`src/rtl/fwd_pkg.sv`:
```
// Shared constants, types and helpers for the operand-forwarding unit.
package fwd_pkg;

    // Default parameter values
    localparam int unsigned DEF_DATA_W    = 16;
    localparam int unsigned DEF_REG_AW    = 3;
    localparam int unsigned DEF_NSRC      = 2;
    localparam int unsigned DEF_NSTG      = 3;
    localparam int unsigned DEF_LD_RDY    = 1;
    localparam int unsigned DEF_MAX_STALL = 4;
    localparam int unsigned DEF_CNT_W     = 16;

    // Select value 0 picks the register bank; s+1 picks producer stage s.
    localparam int unsigned SEL_RF = 0;

    // Width of one operand select field
    function automatic int unsigned SELW(input int unsigned nstg);
        return $clog2(nstg + 1);
    endfunction

    typedef enum logic [0:0] {
        StRun   = 1'b0,
        StStall = 1'b1
    } fwd_state_e;

endpackage

```
`src/rtl/fwd_prio_sel.sv`:
```
// Youngest-match priority encoder for a single source operand.
module fwd_prio_sel
    import fwd_pkg::*;
#(
    parameter int unsigned NSTG   = DEF_NSTG,
    parameter int unsigned REG_AW = DEF_REG_AW,
    parameter int unsigned LD_RDY = DEF_LD_RDY,
    parameter int unsigned SW     = SELW(NSTG)
) (
    input  logic                   src_vld_i,
    input  logic [REG_AW-1:0]      src_addr_i,
    input  logic [NSTG-1:0]        stg_wen_i,
    input  logic [NSTG*REG_AW-1:0] stg_rd_i,
    input  logic [NSTG-1:0]        stg_ld_i,
    output logic [SW-1:0]          sel_o,
    output logic                   hazard_o
);

    // Scan oldest to youngest so the youngest matching writer overrides
    always_comb begin
        sel_o    = SW'(SEL_RF);
        hazard_o = 1'b0;
        if (src_vld_i) begin
            for (int s = NSTG - 1; s >= 0; s--) begin
                if (stg_wen_i[s] && (stg_rd_i[s*REG_AW +: REG_AW] == src_addr_i)) begin
                    sel_o    = SW'(s + 1);
                    // Load data is not on the bypass bus before stage LD_RDY
                    hazard_o = stg_ld_i[s] && (unsigned'(s) < LD_RDY);
                end
            end
        end
    end

endmodule

```
`src/rtl/fwd_opnd_unit.sv`:
```
// Operand forwarding, load-use interlock and EX operand register.
module fwd_opnd_unit
    import fwd_pkg::*;
#(
    parameter int unsigned DATA_W    = DEF_DATA_W,
    parameter int unsigned REG_AW    = DEF_REG_AW,
    parameter int unsigned NSRC      = DEF_NSRC,
    parameter int unsigned NSTG      = DEF_NSTG,
    parameter int unsigned LD_RDY    = DEF_LD_RDY,
    parameter int unsigned MAX_STALL = DEF_MAX_STALL,
    parameter int unsigned CNT_W     = DEF_CNT_W
) (
    input  logic                     clk,
    input  logic                     reset_n,
    input  logic                     flush_i,
    input  logic                     hold_i,
    input  logic [NSRC-1:0]          src_vld_i,
    input  logic [NSRC*REG_AW-1:0]   src_addr_i,
    input  logic [NSRC*DATA_W-1:0]   rf_data_i,
    input  logic [NSTG-1:0]          stg_wen_i,
    input  logic [NSTG*REG_AW-1:0]   stg_rd_i,
    input  logic [NSTG-1:0]          stg_ld_i,
    input  logic [NSTG*DATA_W-1:0]   stg_data_i,
    output logic                     stall_o,
    output logic [NSRC*SELW(NSTG)-1:0] fwd_sel_o,
    output logic [NSRC*DATA_W-1:0]   opnd_q_o,
    output logic                     opnd_vld_o,
    output logic [CNT_W-1:0]         stall_cnt_o,
    output logic [CNT_W-1:0]         fwd_cnt_o,
    output logic                     err_o
);

    localparam int unsigned SW = SELW(NSTG);
    localparam int unsigned RW = $clog2(MAX_STALL + 1);

    logic [SW-1:0]          w_sel [NSRC];
    logic [NSRC-1:0]        w_hazard;
    logic [NSRC-1:0]        w_sel_nz;
    logic [NSRC*DATA_W-1:0] w_opnd_mux;
    logic                   w_advance;

    fwd_state_e             r_state, w_state_d;
    logic [RW-1:0]          r_stall_run, w_stall_run_d;
    logic [NSRC*DATA_W-1:0] r_opnd_q;
    logic                   r_opnd_vld;
    logic [CNT_W-1:0]       r_stall_cnt;
    logic [CNT_W-1:0]       r_fwd_cnt;
    logic                   r_err;

    for (genvar k = 0; k < NSRC; k++) begin : g_src
        fwd_prio_sel #(
            .NSTG   (NSTG),
            .REG_AW (REG_AW),
            .LD_RDY (LD_RDY),
            .SW     (SW)
        ) u_sel (
            .src_vld_i  (src_vld_i[k]),
            .src_addr_i (src_addr_i[k*REG_AW +: REG_AW]),
            .stg_wen_i  (stg_wen_i),
            .stg_rd_i   (stg_rd_i),
            .stg_ld_i   (stg_ld_i),
            .sel_o      (w_sel[k]),
            .hazard_o   (w_hazard[k])
        );
        assign fwd_sel_o[k*SW +: SW] = w_sel[k];
        assign w_sel_nz[k]           = (w_sel[k] != SW'(SEL_RF));
    end

    // Operand data mux: bank by default, stage s when select is s+1
    always_comb begin
        w_opnd_mux = rf_data_i;
        for (int k = 0; k < NSRC; k++) begin
            for (int s = 0; s < NSTG; s++) begin
                if (w_sel[k] == SW'(s + 1)) begin
                    w_opnd_mux[k*DATA_W +: DATA_W] = stg_data_i[s*DATA_W +: DATA_W];
                end
            end
        end
    end

    assign stall_o   = (|w_hazard) && !flush_i;
    assign w_advance = !flush_i && !hold_i && !stall_o;

    // Next state and consecutive-stall run length (saturating at MAX_STALL)
    always_comb begin
        w_state_d     = r_state;
        w_stall_run_d = r_stall_run;
        unique case (r_state)
            StRun:   if (stall_o) w_state_d = StStall;
            StStall: if (!stall_o || flush_i) w_state_d = StRun;
            default: w_state_d = StRun;
        endcase
        if (w_state_d == StStall) begin
            if (r_stall_run != RW'(MAX_STALL)) w_stall_run_d = r_stall_run + RW'(1);
        end else begin
            w_stall_run_d = '0;
        end
    end

    // FSM state, watchdog run length and sticky error
    always_ff @(posedge clk or negedge reset_n) begin
        if (!reset_n) begin
            r_state     <= StRun;
            r_stall_run <= '0;
            r_err       <= 1'b0;
        end else begin
            r_state     <= w_state_d;
            r_stall_run <= w_stall_run_d;
            if (w_stall_run_d == RW'(MAX_STALL)) r_err <= 1'b1;
        end
    end

    // EX operand register: flush > hold > stall (bubble) > advance
    always_ff @(posedge clk or negedge reset_n) begin
        if (!reset_n) begin
            r_opnd_q   <= '0;
            r_opnd_vld <= 1'b0;
        end else if (flush_i) begin
            r_opnd_q   <= '0;
            r_opnd_vld <= 1'b0;
        end else if (hold_i) begin
            r_opnd_q   <= r_opnd_q;
            r_opnd_vld <= r_opnd_vld;
        end else if (stall_o) begin
            r_opnd_vld <= 1'b0;
        end else begin
            r_opnd_q   <= w_opnd_mux;
            r_opnd_vld <= 1'b1;
        end
    end

    // Saturating statistics counters
    always_ff @(posedge clk or negedge reset_n) begin
        if (!reset_n) begin
            r_stall_cnt <= '0;
            r_fwd_cnt   <= '0;
        end else begin
            if (stall_o && !hold_i && (r_stall_cnt != '1)) r_stall_cnt <= r_stall_cnt + 1'b1;
            if (w_advance && (|w_sel_nz) && (r_fwd_cnt != '1)) r_fwd_cnt <= r_fwd_cnt + 1'b1;
        end
    end

    assign opnd_q_o    = r_opnd_q;
    assign opnd_vld_o  = r_opnd_vld;
    assign stall_cnt_o = r_stall_cnt;
    assign fwd_cnt_o   = r_fwd_cnt;
    assign err_o       = r_err;

endmodule

```
`config.mk`:
```
export PLATFORM = sky130hd
export DESIGN_NAME = fwd_opnd_unit
export DESIGN_NICKNAME = d
export VERILOG_FILES = /design/src/rtl/fwd_pkg.sv /design/src/rtl/fwd_prio_sel.sv /design/src/rtl/fwd_opnd_unit.sv
export SDC_FILE = /design/constraint.sdc
export NUM_CORES = 1
export LEC_CHECK = 0
export CAP_MARGIN = 25
export CORE_ASPECT_RATIO = 1.25
export CORE_MARGIN = 2
export CORE_UTILIZATION = 47
export DETAILED_ROUTE_END_ITERATION = 10
export PLACE_DENSITY = 0.94
export SLEW_MARGIN = 20
export SYNTH_ARGS = -nofsm -noshare
export SYNTH_HDL_FRONTEND = slang
export SYNTH_SLANG_ARGS = --single-unit
```
`constraint.sdc`:
```
create_clock -name clk -period 2.75 [get_ports clk]
set_input_delay 0.55 -clock clk [delete_from_list [all_inputs] [get_ports clk]]
set_output_delay 0.55 -clock clk [all_outputs]
set_load 0.02 [all_outputs]
```
==> impl_metrics.env <==
export IMPL_clock_sinks=69
export IMPL_dpl_worst_slack_ps=-515
export IMPL_maxSlewHeadroom=0.606
export IMPL_gp_congestion=0.913
export IMPL_postPlaceCellArea_sq_mm=0.00653
export IMPL_synth_cell_types=49
export IMPL_setup_worst_path_start="src_addr_i[1]"
export IMPL_min_period_ps=2690
export IMPL_clk_pin_slew_ps=60
export IMPL_htree_levels=3
export IMPL_rows=39
export IMPL_ys_ff_latch=69
export IMPL_layout_commonest_cell="clkdlybuf4s50_1"
export IMPL_vias_per_cell=5.91
export IMPL_critPathArrivalTime_ps=2140
export IMPL_core_sq_mm=0.00903
export IMPL_grt_pass1_wl_microns=24900
export IMPL_drc=0
export IMPL_dp_cells=788
export IMPL_globalRouteTotalUtil=0.311
export IMPL_fp_dieH_microns=111
export IMPL_ys_flop_type="dfrtp_1"
export IMPL_drt_iter0_drc=329
export IMPL_crit_path_start_kind="primary input"
export IMPL_clk_path_buf_depth=2
export IMPL_ff2ff_setup_slack_ps=760
export IMPL_area_growth_pct=58.8
export IMPL_finClkSkew_ps=6.43
export IMPL_io_pin_count=178
export IMPL_ys_seq_area_frac=0.399
export IMPL_cts_tree="yes"
export IMPL_max_freq_mhz=372
export IMPL_path_class="in -> out"
export IMPL_ys_warn_count=0
export IMPL_hold_slack_ps=227
export IMPL_r2r_worst_path_cells=7
export IMPL_crit_fanout=4
export IMPL_cts_buffers_inserted=9
export IMPL_p_per_area_mw_per_mm2=466
export IMPL_vias=4763
export IMPL_r2r_start="fwd_cnt_o[3]"
export IMPL_hold_class="in -> async"
export IMPL_r2r_end="fwd_cnt_o[10]"
export IMPL_routed_wl_microns=15700
export IMPL_finalPower_uw=3200
export IMPL_required_ps=2200
export IMPL_syn_nets=581
export IMPL_antenna_found_initial=0
export IMPL_grt_pass1_vias=4827
export IMPL_timing_critical_path_to="fwd_sel_o[1]"
export IMPL_worstMarginPinSlew_ps=590
export IMPL_hold_violations=0
export IMPL_final_cell_mix="clkdlybuf4s50_1 (165), nand2_1 (118), dfrtp_1 (69), buf_4 (44)"
export IMPL_min_period_over_period=0.977
export IMPL_wl_per_cell_microns=19.5
export IMPL_rsz0062_at_grt="false"
export IMPL_die_area_sq_mm=0.00999
export IMPL_setup_ws_ps=62.0
export IMPL_netlist_area_sq_mm=0.00432
export IMPL_status="completed"
export IMPL_dr_pass1_iters=6
export IMPL_cts_hold_buf=0
export IMPL_dpl_hpwl_microns=11600
export IMPL_ir_drop_mv=0.483
export IMPL_async_flop_share=1.00
export IMPL_end_kind="primary output"
export IMPL_design_area_sq_mm=0.00687
export IMPL_fin_nets=789
export IMPL_cap_violations=0
export IMPL_grt_ovfl_total=0
export IMPL_p_leak_uw=0.00286
export IMPL_drive_gt1_frac=0.148
export IMPL_fin_cells=806
export IMPL_grt_max_degree=70
export IMPL_antennaDiodeCount=0
export IMPL_cts_root_buf="clkbuf_16"
export IMPL_fp_dieW_microns=89.8
export IMPL_final_antenna_net_count=0
export IMPL_finalSetupViolCount=0
export IMPL_worstSkewPairLatency_ps=340
export IMPL_synth_cells=470
export IMPL_syn_avg_cell_area_sq_um=9.20
export IMPL_io_buffer_count=175
export IMPL_final_max_slew_violation_count=0
export IMPL_start_util=0.479
export IMPL_synth_edf_count=0
## power breakdown
| group | internal, uW | total (uW) | switching [uW] |
|---|---|---|---|
| registers | 1090 | 1150 | 66.9 |
| logic | 423 | 812 | 389 |
| clock network | 794 | 1230 | 441 |
## logic make-up (layout without fill, tap and decap cells)
group	Yosys count	after routing	share of synthesized area
adder cells (fa/ha/maj)	4	4	0.0116
flip-flops	69	69	0.399
multiplexers	36	36	0.0845
XOR/XNOR	46	46	0.0932
AND/OR/NAND/NOR	206	206	0.236
buffers and inverters	32	245	0.0376
AO/OA/AOI/OAI	77	77	0.137
## critical path, cell delays in order
cell,delay [ps]
clkdlybuf4s50_1,490
xor2_1,190
or4_4,550
a21oi_2,160
buf_2,190
## registers in the layout (all words and copies together) (netlist names)
signal,flops
opnd_q_o,32
fwd_cnt_o,16
err_o,1
stall_cnt_o,16
r_stall_run,3
opnd_vld_o,1
## cell type report
type                       count  area (sq um)
sequential                    69          1730
inverter                       4          15.0
clock buffer                  10           229
multi-input combinational    369          2460
clock inverter                 6          86.3
tap                          123           154
fill                         576          2160
timing repair buffer         225          2200
## Yosys cell counts (3+ instances only)
cell type  instances  area [sq um]
o21ai_0           32           160
buf_6              4          45.0
nor3b_1            3          22.5
nand3_1           13          65.1
a21oi_1            3          15.0
xor2_1            21           184
clkbuf_1          18          67.6
o221ai_2          10           150
o221ai_1          21           184
nand2_1          118           443
buf_2              4          20.0
and3_1             6          37.5
inv_1              4          15.0
mux2i_1           32           320
ha_1               4          50.1
mux2_2             3          33.8
dfrtp_1           69          1730
nor2_1             8          30.0
and4_1             8          70.1
or2_2              3          18.8
nor3_1            13          65.1
xnor2_1           25           219
nand4_1           12          75.1
## timing repair
item | CTS | global route
pin swaps | 3 | 0
setup endpoints to repair | 15 | 15
buffers inserted | 2 | 0
resized for setup | 25 | 5
## how the worst min path moves through the flow
stage,start,end,cells after the start
final,reset_n,opnd_q_o[31],2
after global routing,reset_n,opnd_q_o[31],2
after CTS,reset_n,opnd_q_o[31],2
after detailed placement,err_o,err_o,1
after global placement,err_o,err_o,1
after floorplan,reset_n,err_o,0
## through the flow
step	utilization	TNS, ps
after floorplan	-	0
after global placement	0.723	-10570
after detailed placement	0.723	-12940
after CTS	0.758	0
after global routing	0.761	0
final	0.761	0
## per-layer routing
layer	vias up	track usage	routed length, microns
li1	2093	-	-
met1	2289	0.333	5580
met4	0	0.169	814
met2	292	0.544	7750
met3	89	0.0986	1590
met5	-	0	0
Power figures use the tool's default switching activity.
